<file path="src/rtl/roughness_estimator_pkg.sv">
// roughness_estimator_pkg: shared widths, defaults and result saturation
package roughness_estimator_pkg;
  localparam int DATA_WIDTH = 16;
  localparam int WIN_LOG2_DEF = 6;
  localparam int DC_SHIFT_DEF = 8;
  localparam int ENV_W = DATA_WIDTH + 1;
  localparam int ACC_W = ENV_W + WIN_LOG2_DEF;
  function automatic logic [DATA_WIDTH-1:0] sat_u16(input logic [31:0] v);
    return v > 32'(16'hFFFF) ? '1 : v[DATA_WIDTH-1:0];
  endfunction
endpackage

</file>
<file path="src/rtl/dc_remover.sv">
// dc_remover: IIR DC tracker producing the offset-free 17-bit sample
module dc_remover
  import roughness_estimator_pkg::*;
#(
  parameter int DC_SHIFT = DC_SHIFT_DEF
) (
  input logic clk,
  input logic reset,
  input logic sample_en,
  input logic [DATA_WIDTH-1:0] audio_in,
  output logic signed [ENV_W-1:0] y
);
  logic signed [DATA_WIDTH+DC_SHIFT:0] dc_acc;
  logic signed [ENV_W-1:0] dc;
  always_comb begin
    dc = dc_acc[DATA_WIDTH+DC_SHIFT:DC_SHIFT];
    y = {audio_in[DATA_WIDTH-1], audio_in} - dc;
  end
  always_ff @(posedge clk)
    if (reset) dc_acc <= '0;
    else if (sample_en) dc_acc <= dc_acc + {{DC_SHIFT{y[ENV_W-1]}}, y};
endmodule

</file>
<file path="src/rtl/roughness_estimator.sv">
// roughness_estimator: windowed mean of envelope sample-to-sample fluctuation
module roughness_estimator
  import roughness_estimator_pkg::*;
#(
  parameter int WIN_LOG2 = WIN_LOG2_DEF,
  parameter int DC_SHIFT = DC_SHIFT_DEF
) (
  input logic clk,
  input logic reset,
  input logic sample_en,
  input logic [DATA_WIDTH-1:0] audio_in,
  output logic [DATA_WIDTH-1:0] roughness_out,
  output logic roughness_valid
);
  localparam int SUM_W = ENV_W + WIN_LOG2;
  logic signed [ENV_W-1:0] y;
  logic [ENV_W-1:0] env, env_prev, diff;
  logic [SUM_W-1:0] acc, sum;
  logic [WIN_LOG2-1:0] cnt;
  logic win_end;
  dc_remover #(.DC_SHIFT(DC_SHIFT)) u_dc (
    .clk(clk),
    .reset(reset),
    .sample_en(sample_en),
    .audio_in(audio_in),
    .y(y)
  );
  always_comb begin
    env = y[ENV_W-1] ? -y : y;
    diff = env >= env_prev ? env - env_prev : env_prev - env;
    sum = acc + SUM_W'(diff);
    win_end = &cnt;
  end
  always_ff @(posedge clk)
    if (reset) begin
      env_prev <= '0;
      acc <= '0;
      cnt <= '0;
      roughness_out <= '0;
      roughness_valid <= 1'b0;
    end else begin
      roughness_valid <= sample_en && win_end;
      if (sample_en) begin
        env_prev <= env;
        cnt <= cnt + WIN_LOG2'(1);
        acc <= win_end ? '0 : sum;
        if (win_end) roughness_out <= sat_u16(32'(sum >> WIN_LOG2));
      end
    end
endmodule

</file>
<file path="config.mk">
export PLATFORM = sky130hd
export DESIGN_NAME = roughness_estimator
export DESIGN_NICKNAME = d
export VERILOG_FILES = /design/src/rtl/roughness_estimator_pkg.sv /design/src/rtl/dc_remover.sv /design/src/rtl/roughness_estimator.sv
export SDC_FILE = /design/constraint.sdc
export NUM_CORES = 1
export LEC_CHECK = 0
export ABC_AREA = 1
export BUFFER_PORTS_ARGS = -buffer_cell sky130_fd_sc_hd__buf_2
export CORE_ASPECT_RATIO = 0.75
export CORE_MARGIN = 2
export CORE_UTILIZATION = 45
export CTS_CLUSTER_SIZE = 30
export DETAILED_ROUTE_END_ITERATION = 16
export GPL_TIMING_DRIVEN = 0
export PLACE_DENSITY = 0.71
export SLEW_MARGIN = 10
export SYNTH_ARGS = -nofsm -noshare
export SYNTH_HDL_FRONTEND = slang
export SYNTH_HIERARCHICAL = 1
export SYNTH_SLANG_ARGS = --single-unit
</file>
<file path="constraint.sdc">
create_clock -name clk -period 13.6 [get_ports clk]
set_input_delay 2.72 -clock clk [delete_from_list [all_inputs] [get_ports clk]]
set_output_delay 2.72 -clock clk [all_outputs]
set_load 0.005 [all_outputs]
</file>
; ---- After elaboration in Yosys (flattened, before gate mapping)
; Cells that the tools add are included.
; W data, S select, Z words.
[word_totals]
wordCells = 22
ff_bits = 88
ram_bits = 0
output_inout_bits = 17
in_bits = 19
memories = 0
rom_bits = 0
latch_bits = 0
[classes]
n_reduce_logical = 3
shifts = 0
order_cmp = 2
eq_ne = 0
muxes = 4
bitwise_logic = 0
multipliers = 0
div = 0
add_sub_neg = 7
[ops]
columns = cell, count
row1 = $sub A17 B17 Y17, 3
row2 = $mux W17, 2
row3 = $add A25 B25 Y25, 1
row4 = $add A23 B17 Y23, 1
row5 = $mux W23, 1
row6 = $ge A17 B17 Y1, 1
row7 = $gt A17 B16 Y1 const B, 1
row8 = $neg A17 Y17, 1
row9 = $mux W16, 1
row10 = $reduce_and A7 Y1, 1
row11 = $add A6 B1 Y6 const B, 1
row12 = $reduce_and A6 Y1, 1
row13 = $logic_and A1 B1 Y1, 1

; ---- Depth between registers and ports, before layout
; Gate-level depths: netlist of the first run.
[depth]
word_depth = 8
mapped_depth = 45
depth_no_buf = 43

; ---- Hierarchy
; Netlist of the first run, hierarchy kept.
[by_module_without_submodules]
columns = module, seq_area_each_um2, cells_per_inst, area_each_um2, instances
row1 = roughness_estimator, 1261.2, 1065, 6281.0, 1
row2 = dc_remover, 500.5, 521, 3214.3, 1

; ---- Worst setup path after synthesis of the first run
; Ideal clock, no wire load.
[synth_path]
path_kind = in2reg
start = input port audio_in[0]
end = register roughness_out[0]
path_slack_ps = 6107
setup_time_ps = 109
n_path_buf = 2
path_stages = 36
required_time_ps = 13491
arrival_ps = 7384
path_cell_list = inv_1 > ha_1 > fa_1 > inv_1 > nand2_1 > nand2_1 > nand3_1 > nand2_2 > nand2_2 > nand2_1 > nand2_1 > nand2_1 > inv_1 > clkbuf_1 > buf_2 > o21ai_0 > inv_1 > fa_1 > o21ai_1 > nand2_1 > nand2b_1 > xor2_1 > nand2_1 > and2_1 > ha_1 > nand2_1 > nor2_1 > nand2_1 > nor2_1 > nand2_1 > nand3_1 > nand2_1 > nand2_2 > nand2_1 > nand2_1 > inv_1
[synth_via]
elab_cells_between_ends = 10
classes_between = 5 x add/sub / 2 x order compare / 3 x mux
[synth_rtl]
columns = element, line_no
row1 = from (decl), roughness_estimator.sv:11  ; input logic [DATA_WIDTH-1:0] audio_in,
row2 = $sub A17 B17 Y17 (*), dc_remover.sv:17  ; y = {audio_in[DATA_WIDTH-1], audio_in} - dc;
row3 = via y[16], roughness_estimator.sv:16  ; logic signed [ENV_W-1:0] y;
row4 = $mux W17 (*), roughness_estimator.sv:29  ; env = y[ENV_W-1] ? -y : y;
row5 = via env[1], roughness_estimator.sv:17  ; logic [ENV_W-1:0] env, env_prev, diff;
row6 = $sub A17 B17 Y17 or $ge A17 B17 Y1 (tied branches), roughness_estimator.sv:30  ; diff = env >= env_prev ? env - env_prev : env_prev - env;
row7 = $mux W17 (*), roughness_estimator.sv:30
row8 = $add A23 B17 Y23 (*), roughness_estimator.sv:31  ; sum = acc + SUM_W'(diff);
row9 = $gt A17 B16 Y1, roughness_estimator_pkg.sv:9  ; return v > 32'(16'hFFFF) ? '1 : v[DATA_WIDTH-1:0];
row10 = $mux W16 (*), roughness_estimator_pkg.sv:9
row11 = to (signal assigned), roughness_estimator.sv:47  ; if (win_end) roughness_out <= sat_u16(32'(sum >> WIN_LOG2));
row12 = to (decl), roughness_estimator.sv:12  ; output logic [DATA_WIDTH-1:0] roughness_out,
; Mark *: on every way through the listed nets, which the timed path passes. The rest lies on a longest branch.
; A chain may end at the register's enable or synchronous reset.

; ---- Worst setup path after layout of the first run
[layout_path]
start = input port audio_in[0]
end = register roughness_out[2]
; Same word-level chain as after synthesis.

==> flow_summary.ini, run 1 <==
[floorplan]
dieWidth_microns = 172
std_cell_rows = 45
die_y_microns = 130
top_level_ports = 36
die_area_sq_mm = 0.0223
start_util_pct = 46.5
coreArea_sq_mm = 0.0204

[synth]
synth_edf_count = 0
synthArstFlopShare_pct = 0
post-synth-top-count-cell = nand2_1
synth_top_cells_by_area = dfxtp_1, nand2_1, ha_1
syn_nets = 1706
synth_seq_cells = 88
ys_seq_area_share_pct = 18.6
yosysWarnings = 6
yosysUniqueCellTypes = 49
syn_area_per_cell_sq_um = 5.99
synth_top_area_share_pct = 18.6
netlist_area_sq_mm = 0.00950
yosys-top-cells-count = nand2_1, inv_1, nor2_1
yosysTopAreaCell = dfxtp_1
synth_top_flop_cell = dfxtp_1
syn-instance-count = 1586

[setup_path]
crit_type = in -> reg
slowest_stage = fa_1
cpMostUsedCell = nand2_1
critPathLaunchType = input pin
crit_path_max_fanout = 10
cpPeakStageDelay_ps = 500
cp.required_ps = 13850
arrival_ps = 9060
cp-end-kind = flop

[sta]
fin_worst_skew_ps = 20.0
max-slew-margin-rel_pct = 48.3
setup_violations = 0
rsz0062_at_grt = no
drv_slew = 0
finalHoldViolCount = 0
finalSetupTns_ps = 0
min_period_ps = 8810
fin_crit_sh_pct = 64.8
fmax_mhz = 114
worst_pin_slew_ps = 774

[drt]
vias = 10000
drt-total-wl_microns = 28200
wire_per_inst_microns = 14.7
drtIter0Drc = 954
drt_first_pass_iters = 8
via_per_inst = 5.23
drc = 0
ant_nets = 0

[final_layout]
area_growth_pct = 8.66
nets = 1750
ff_latch_area_sq_mm = 0.00176
fill_cells = 2134
drive_above_1_share_pct = 6.92
multi_input_area_sq_mm = 0.00656
n_antenna_cell = 0

[placed_design]
place.gp.congestion = 0.981
port_buffers = 33
post-dp-hpwl_microns = 23000

[clocking]
cts_tree = yes
cts_buffers = 9
cts_buffer_depth = 2
post_cts_buffers = 0
htreeDepth = 3
cts.sinks = 88
path_clk_slew_ps = 70
hold_buffers = 0
cts_resized = 0
cts_root_buffer = clkbuf_16
clock_latency_ps = 360

[status]
status = finished, final reports clean

[global_routing]
grt_max_degree = 15
grt_pass1_wl_microns = 44400
grt_pass1_vias = 8665
grt.overflow.total = 0
antenna_found_initial = 0
grt_usage_pct = 25.4

[worst_hold_path]
hp-class = reg -> reg

[flow_run]
drv_cap = 0
-- final cells by class --
class                      instances  area share, %
timing repair buffer              33           1.60
clock buffer                      11           2.45
multi-input combinational       1195           63.6
buffer                            32           1.48
tap                              282           3.42
clock inverter                     4          0.497
inverter                         271           9.86
sequential                        88           17.1
-- worst paths after layout --
kind / cells past startpoint / slack (ps) / end / startpoint
max: 37 / 4790 / roughness_out[2] / audio_in[0]
min: 2 / 470 / acc[6] / acc[6]
max reg2reg: 35 / 6960 / roughness_out[2] / u_dc/dc_acc[8]
min reg2reg: 2 / 470 / acc[6] / acc[6]
-- metrics by stage --
stage	cells	cell area, sq um	hold slack (ps)	setup WS, ps	util, %
final	1916	10300	472	4790	50.5
after global routing	1916	10300	492	4380	50.5
after CTS	1916	10300	472	5060	50.5
after detailed placement	1901	10000	460	4760	49.0
after global placement	1901	10000	456	4770	49.0
after floorplan	1586	9500	450	6110	-
-- cell usage in the layout (no fill, tap or decap), types with 2 or more instances in the layout --
| cell type | count |
|---|---|
| nand2_1 | 422 |
| inv_1 | 269 |
| nor2_1 | 147 |
| a21oi_1 | 142 |
| nand3_1 | 104 |
| ha_1 | 96 |
| dfxtp_1 | 88 |
| o21ai_0 | 81 |
| xor2_1 | 50 |
| buf_2 | 40 |
| nand4_1 | 19 |
| clkbuf_1 | 17 |
| nand2_2 | 17 |
| nor3_1 | 13 |
| nor2_2 | 11 |
| a21oi_2 | 11 |
| a21o_1 | 9 |
| clkbuf_16 | 9 |
| o21ai_1 | 8 |
| xnor2_1 | 8 |
| o21bai_1 | 8 |
| fa_1 | 5 |
| a31oi_1 | 5 |
| nor2_4 | 4 |
| and2_1 | 4 |
| o21a_1 | 3 |
| nand3b_1 | 3 |
| buf_1 | 3 |
| or2_0 | 3 |
| o211ai_1 | 2 |
| buf_4 | 2 |
| nand4_2 | 2 |
| buf_6 | 2 |
| nand2b_1 | 2 |
| or2_2 | 2 |
| clkbuf_8 | 2 |
| a21boi_1 | 2 |
| or2_1 | 2 |
-- layer usage --
layer / vias up / track usage, % / share of wire [%]
met3: 18 / 5.52 / 8.4
li1: 5126 / - / -
met1: 4533 / 38.6 / 52
met4: 0 / 4.75 / 0.92
met5: - / 0 / 0
met2: 345 / 36.8 / 39
-- critical path: cells and delay by family --
family / cells / cell delay (ps)
adders and majority gates: 4 / 1500
xor gates and xnor gates: 1 / 160
buffers and inverters: 8 / 1420
and+or+nand+nor: 22 / 2560
AOI/OAI and AO/OA: 2 / 680
-- kinds of logic after synthesis --
group / after synthesis / synth area share [%]
and+or+nand+nor: 761 / 34.3
buffers and inverters: 303 / 12.3
AOI/OAI and AO/OA: 275 / 15.8
adders and majority gates: 101 / 13.7
DFF: 88 / 18.6
xor gates and xnor gates: 58 / 5.35
-- flip-flops by register name, indices dropped and copies added (netlist names) --
name and count:
u_dc/dc_acc 25, acc 23, env_prev 17, roughness_out 16
cnt 6, roughness_valid 1
Power of run 1 is left out: the tool's default activity adds up to more than one toggle a clock period on the data nets, which glitch-free logic cannot reach.
==> run 2: changes to the inputs <==
- PLACE_DENSITY: 0.71 -> 0.73
- clock period: 13.6 -> 7.3 ns (I/O delays scaled with it)
==> flow_summary.ini, run 2 (synthesis gave the netlist of run 1 again) <==
[drt]
drt-total-wl_microns = 29000
drt_first_pass_iters = 5
drtIter0Drc = 979
ant_nets = 0
via_per_inst = 5.24
wire_per_inst_microns = 15.1
drc = 0
vias = 10100

[placed_design]
post-dp-hpwl_microns = 23300
port_buffers = 33
post-place-ws_ps = -288
placed_cell_area_sq_mm = 0.0100
place.gp.congestion = 1.02
place_inst = 1901

[sta]
max-slew-margin-rel_pct = 45.0
drv_slew = 0
min_period_ps = 6910
hold_ws_ps = 473
worst_pin_slew_ps = 825
fin_worst_skew_ps = 15.0
fin_ws_ps = 392
fmax_mhz = 145
setup_violations = 0
finalHoldViolCount = 0
fin_crit_sh_pct = 94.6

[clocking]
cts_tree = yes
htreeDepth = 3
cts_buffers = 9
cts_buffer_depth = 2
cts_root_buffer = clkbuf_16
cts.sinks = 88
clock_latency_ps = 360
path_clk_slew_ps = 80

[flow_run]
drv_cap = 0

[global_routing]
grt_usage_pct = 26.1
grt_pass1_vias = 8977
antenna_found_initial = 0
grt_max_degree = 19
grt.overflow.total = 0
grt_pass1_wl_microns = 46100

[final_layout]
largest_reg_flops = 25
n_antenna_cell = 0
final_cells = 1922
ff_latch_area_sq_mm = 0.00176
top_regs = u_dc/dc_acc x25, acc x23, env_prev x17
fill_cells = 2141
top_register = u_dc/dc_acc
area_growth_pct = 10.3
layout_common_cells = nand2_1, inv_1, nor2_1, a21oi_1, nand3_1
drive_above_1_share_pct = 8.72
multi_input_area_sq_mm = 0.00669
nets = 1755
fin_area_sq_mm = 0.0105
layout_commonest_cell = nand2_1

[worst_hold_path]
hp-class = reg -> reg

[floorplan]
top_level_ports = 36
dieWidth_microns = 172
std_cell_rows = 45
die_area_sq_mm = 0.0223
coreArea_sq_mm = 0.0204
die_y_microns = 130
start_util_pct = 46.5

[setup_path]
cp-end-kind = flop
cp.required_ps = 7550
cpPeakStageDelay_ps = 400
cpMostUsedCell = nand2_1
critPathLaunchType = input pin
arrival_ps = 7160
crit_path_max_fanout = 8
slowest_stage = fa_1
crit_type = in -> reg

[status]
status = finished, final reports clean
## run 2: metrics by stage
stage                     TNS [ps]  utilization (%)
after floorplan                  0                -
after global placement       -2740             49.0
after detailed placement     -4220             49.0
after CTS                        0             50.4
final                            0             51.2
after global routing         -33.9             51.2
## run 2: path summary, 6_finish.rpt
kind | start | endpoint | slack [ps] | cells after the start
max | audio_in[0] | roughness_out[0] | 390 | 41
min reg2reg | acc[6] | acc[6] | 470 | 2
max reg2reg | u_dc/dc_acc[10] | roughness_out[0] | 1230 | 37
min | acc[6] | acc[6] | 470 | 2
## run 2: repair_timing
| item | in CTS | in global routing |
|---|---|---|
| hold buffers | 0 | 0 |
| gates resized for setup | 0 | 28 |
| setup endpoints to repair | 0 | 34 |
| setup buffers | 0 | 4 |
## run 2: area by class of cell
| type | instances | area share (%) |
|---|---|---|
| repair inverters | 1 | 0.0717 |
| inverters | 271 | 9.75 |
| clock buffers | 9 | 2.15 |
| flip-flops and latches | 88 | 16.8 |
| plain buffers | 31 | 1.42 |
| multi-input cells | 1196 | 63.9 |
| well taps | 282 | 3.37 |
| repair buffers | 37 | 1.86 |
| clock inverters | 7 | 0.669 |
## run 2: metal layers
metal	track usage (%)	wire [microns]
met3	4.94	2690
met5	0	0
met1	39.5	14500
met2	38.7	11600
met4	4.35	235
## run 2: worst max-delay path: cells and delay by family
kind	cells	cell delay, ps
XOR/XNOR	1	250
adder cells (fa/ha/maj)	4	1360
AO/OA/AOI/OAI	1	140
buffers and inverters	7	700
AND/OR/NAND/NOR	28	3220
Power of run 2 is left out for the same reason.
==> run 3: changes to the inputs <==
- BUFFER_PORTS_ARGS: -buffer_cell sky130_fd_sc_hd__buf_2 -> -buffer_cell sky130_fd_sc_hd__buf_4
==> flow_summary.ini, run 3 (synthesis gave the netlist of run 1 again) <==
[status]
status = finished, final reports clean

[setup_path]
crit_path_max_fanout = 10
slowest_stage = fa_1
r2r_cells = 35
cpPeakStageDelay_ps = 410
cp.required_ps = 7550
critPathLaunchType = input pin
arrival_ps = 7170
cp-end-kind = flop
cpMostUsedCell = nand2_1
crit_type = in -> reg

[worst_hold_path]
hold_depth = 2
hp-class = reg -> reg

[global_routing]
grt_max_degree = 19
grt_pass1_wl_microns = 45900
grt.overflow.total = 0
grt_usage_pct = 26.1
antenna_found_initial = 0
grt_pass1_vias = 8957

[sta]
fmax_mhz = 144
fin_worst_skew_ps = 20.0
finalSetupTns_ps = 0
max-slew-margin-rel_pct = 43.0
worst_pin_slew_ps = 854
rsz0062_at_grt = yes
drv_slew = 0
fin_crit_sh_pct = 94.8
setup_violations = 0
min_period_ps = 6920
finalHoldViolCount = 0

[drt]
vias = 10100
drt_first_pass_iters = 6
drtIter0Drc = 992
drc = 0
via_per_inst = 5.24
wire_per_inst_microns = 15.0
drt-total-wl_microns = 28800
ant_nets = 0

[clocking]
htreeDepth = 3
path_clk_slew_ps = 70
cts_root_buffer = clkbuf_16
cts.sinks = 88
cts_buffer_depth = 2
clock_latency_ps = 370
cts_buffers = 9
cts_tree = yes

[final_layout]
area_growth_pct = 11.0
n_antenna_cell = 0
layout_common_cells = nand2_1, inv_1, nor2_1, a21oi_1, nand3_1
drive_above_1_share_pct = 8.61
nets = 1752
postLayoutCoreUtil_pct = 51.5
largest_reg_flops = 25
top_register = u_dc/dc_acc
layout_commonest_cell = nand2_1
fill_cells = 2123
top_regs = u_dc/dc_acc x25, acc x23, env_prev x17
final_cells = 1919

[floorplan]
die_y_microns = 130
top_level_ports = 36
die_area_sq_mm = 0.0223
start_util_pct = 46.5
std_cell_rows = 45
dieWidth_microns = 172
coreArea_sq_mm = 0.0204

[placed_design]
port_buffers = 33
place_inst = 1901
post-dp-hpwl_microns = 23400
place.gp.congestion = 1.00

[flow_run]
drv_cap = 0
[run 3: changes by cell type in the layout (fill, tap and decap cells not counted), sizes merged]
| cell | previous run | this run |
|---|---|---|
| clkbuf | 26 | 28 |
| clkinvlp | 3 | 2 |
| buf | 51 | 47 |
[run 3: path summary, 6_finish.rpt]
kind	start	endpoint	slack [ps]
setup / recovery	audio_in[0]	roughness_out[0]	380
setup reg to reg	u_dc/dc_acc[8]	roughness_out[0]	1240
hold reg to reg	acc[4]	acc[4]	470
hold / removal	acc[4]	acc[4]	470
[run 3: what timing repair did]
action                                  4_1_cts  5_1_grt
resized for setup                             1       30
endpoints found under the setup margin        1       34
gates cloned                                  0        1
hold buffers                                  0        0
pin swaps                                     0        3
buffers inserted                              0        1
[run 3: layout make-up]
cell class	count	area (sq um)	area share, %
inverter	271	1020	9.69
buffer	32	156	1.48
sequential	88	1760	16.7
tap	282	353	3.35
multi-input combinational	1196	6690	63.5
timing repair buffer	34	255	2.42
clock inverter	7	70.1	0.665
clock buffer	9	225	2.14
[run 3: metal layers]
layer | vias to the layer above | global-route usage [%] | share of wire, % | wire length (microns)
met5 | - | 0 | 0 | 0
met4 | 0 | 5.44 | 1.3 | 375
met3 | 32 | 5.25 | 9.2 | 2650
met2 | 359 | 37.7 | 39 | 11200
met1 | 4545 | 39.9 | 51 | 14600
li1 | 5124 | - | - | -
[run 3: worst max-delay path, delay by kind of cell]
kind	cells	cell delay [ps]
compound gates	3	600
fa+ha+maj	4	1370
buf+inv	7	830
simple gates	23	2920
[run 3: metrics by stage]
step | hold WS, ps | area [sq um] | worst slack, ps
detailed placement | 463 | 10100 | -403
global route | 491 | 10500 | -67.4
CTS | 474 | 10400 | 84.0
floorplan | 450 | 9500 | 1070
finish | 475 | 10500 | 377
global placement | 458 | 10100 | -308
Power of run 3 is left out for the same reason.
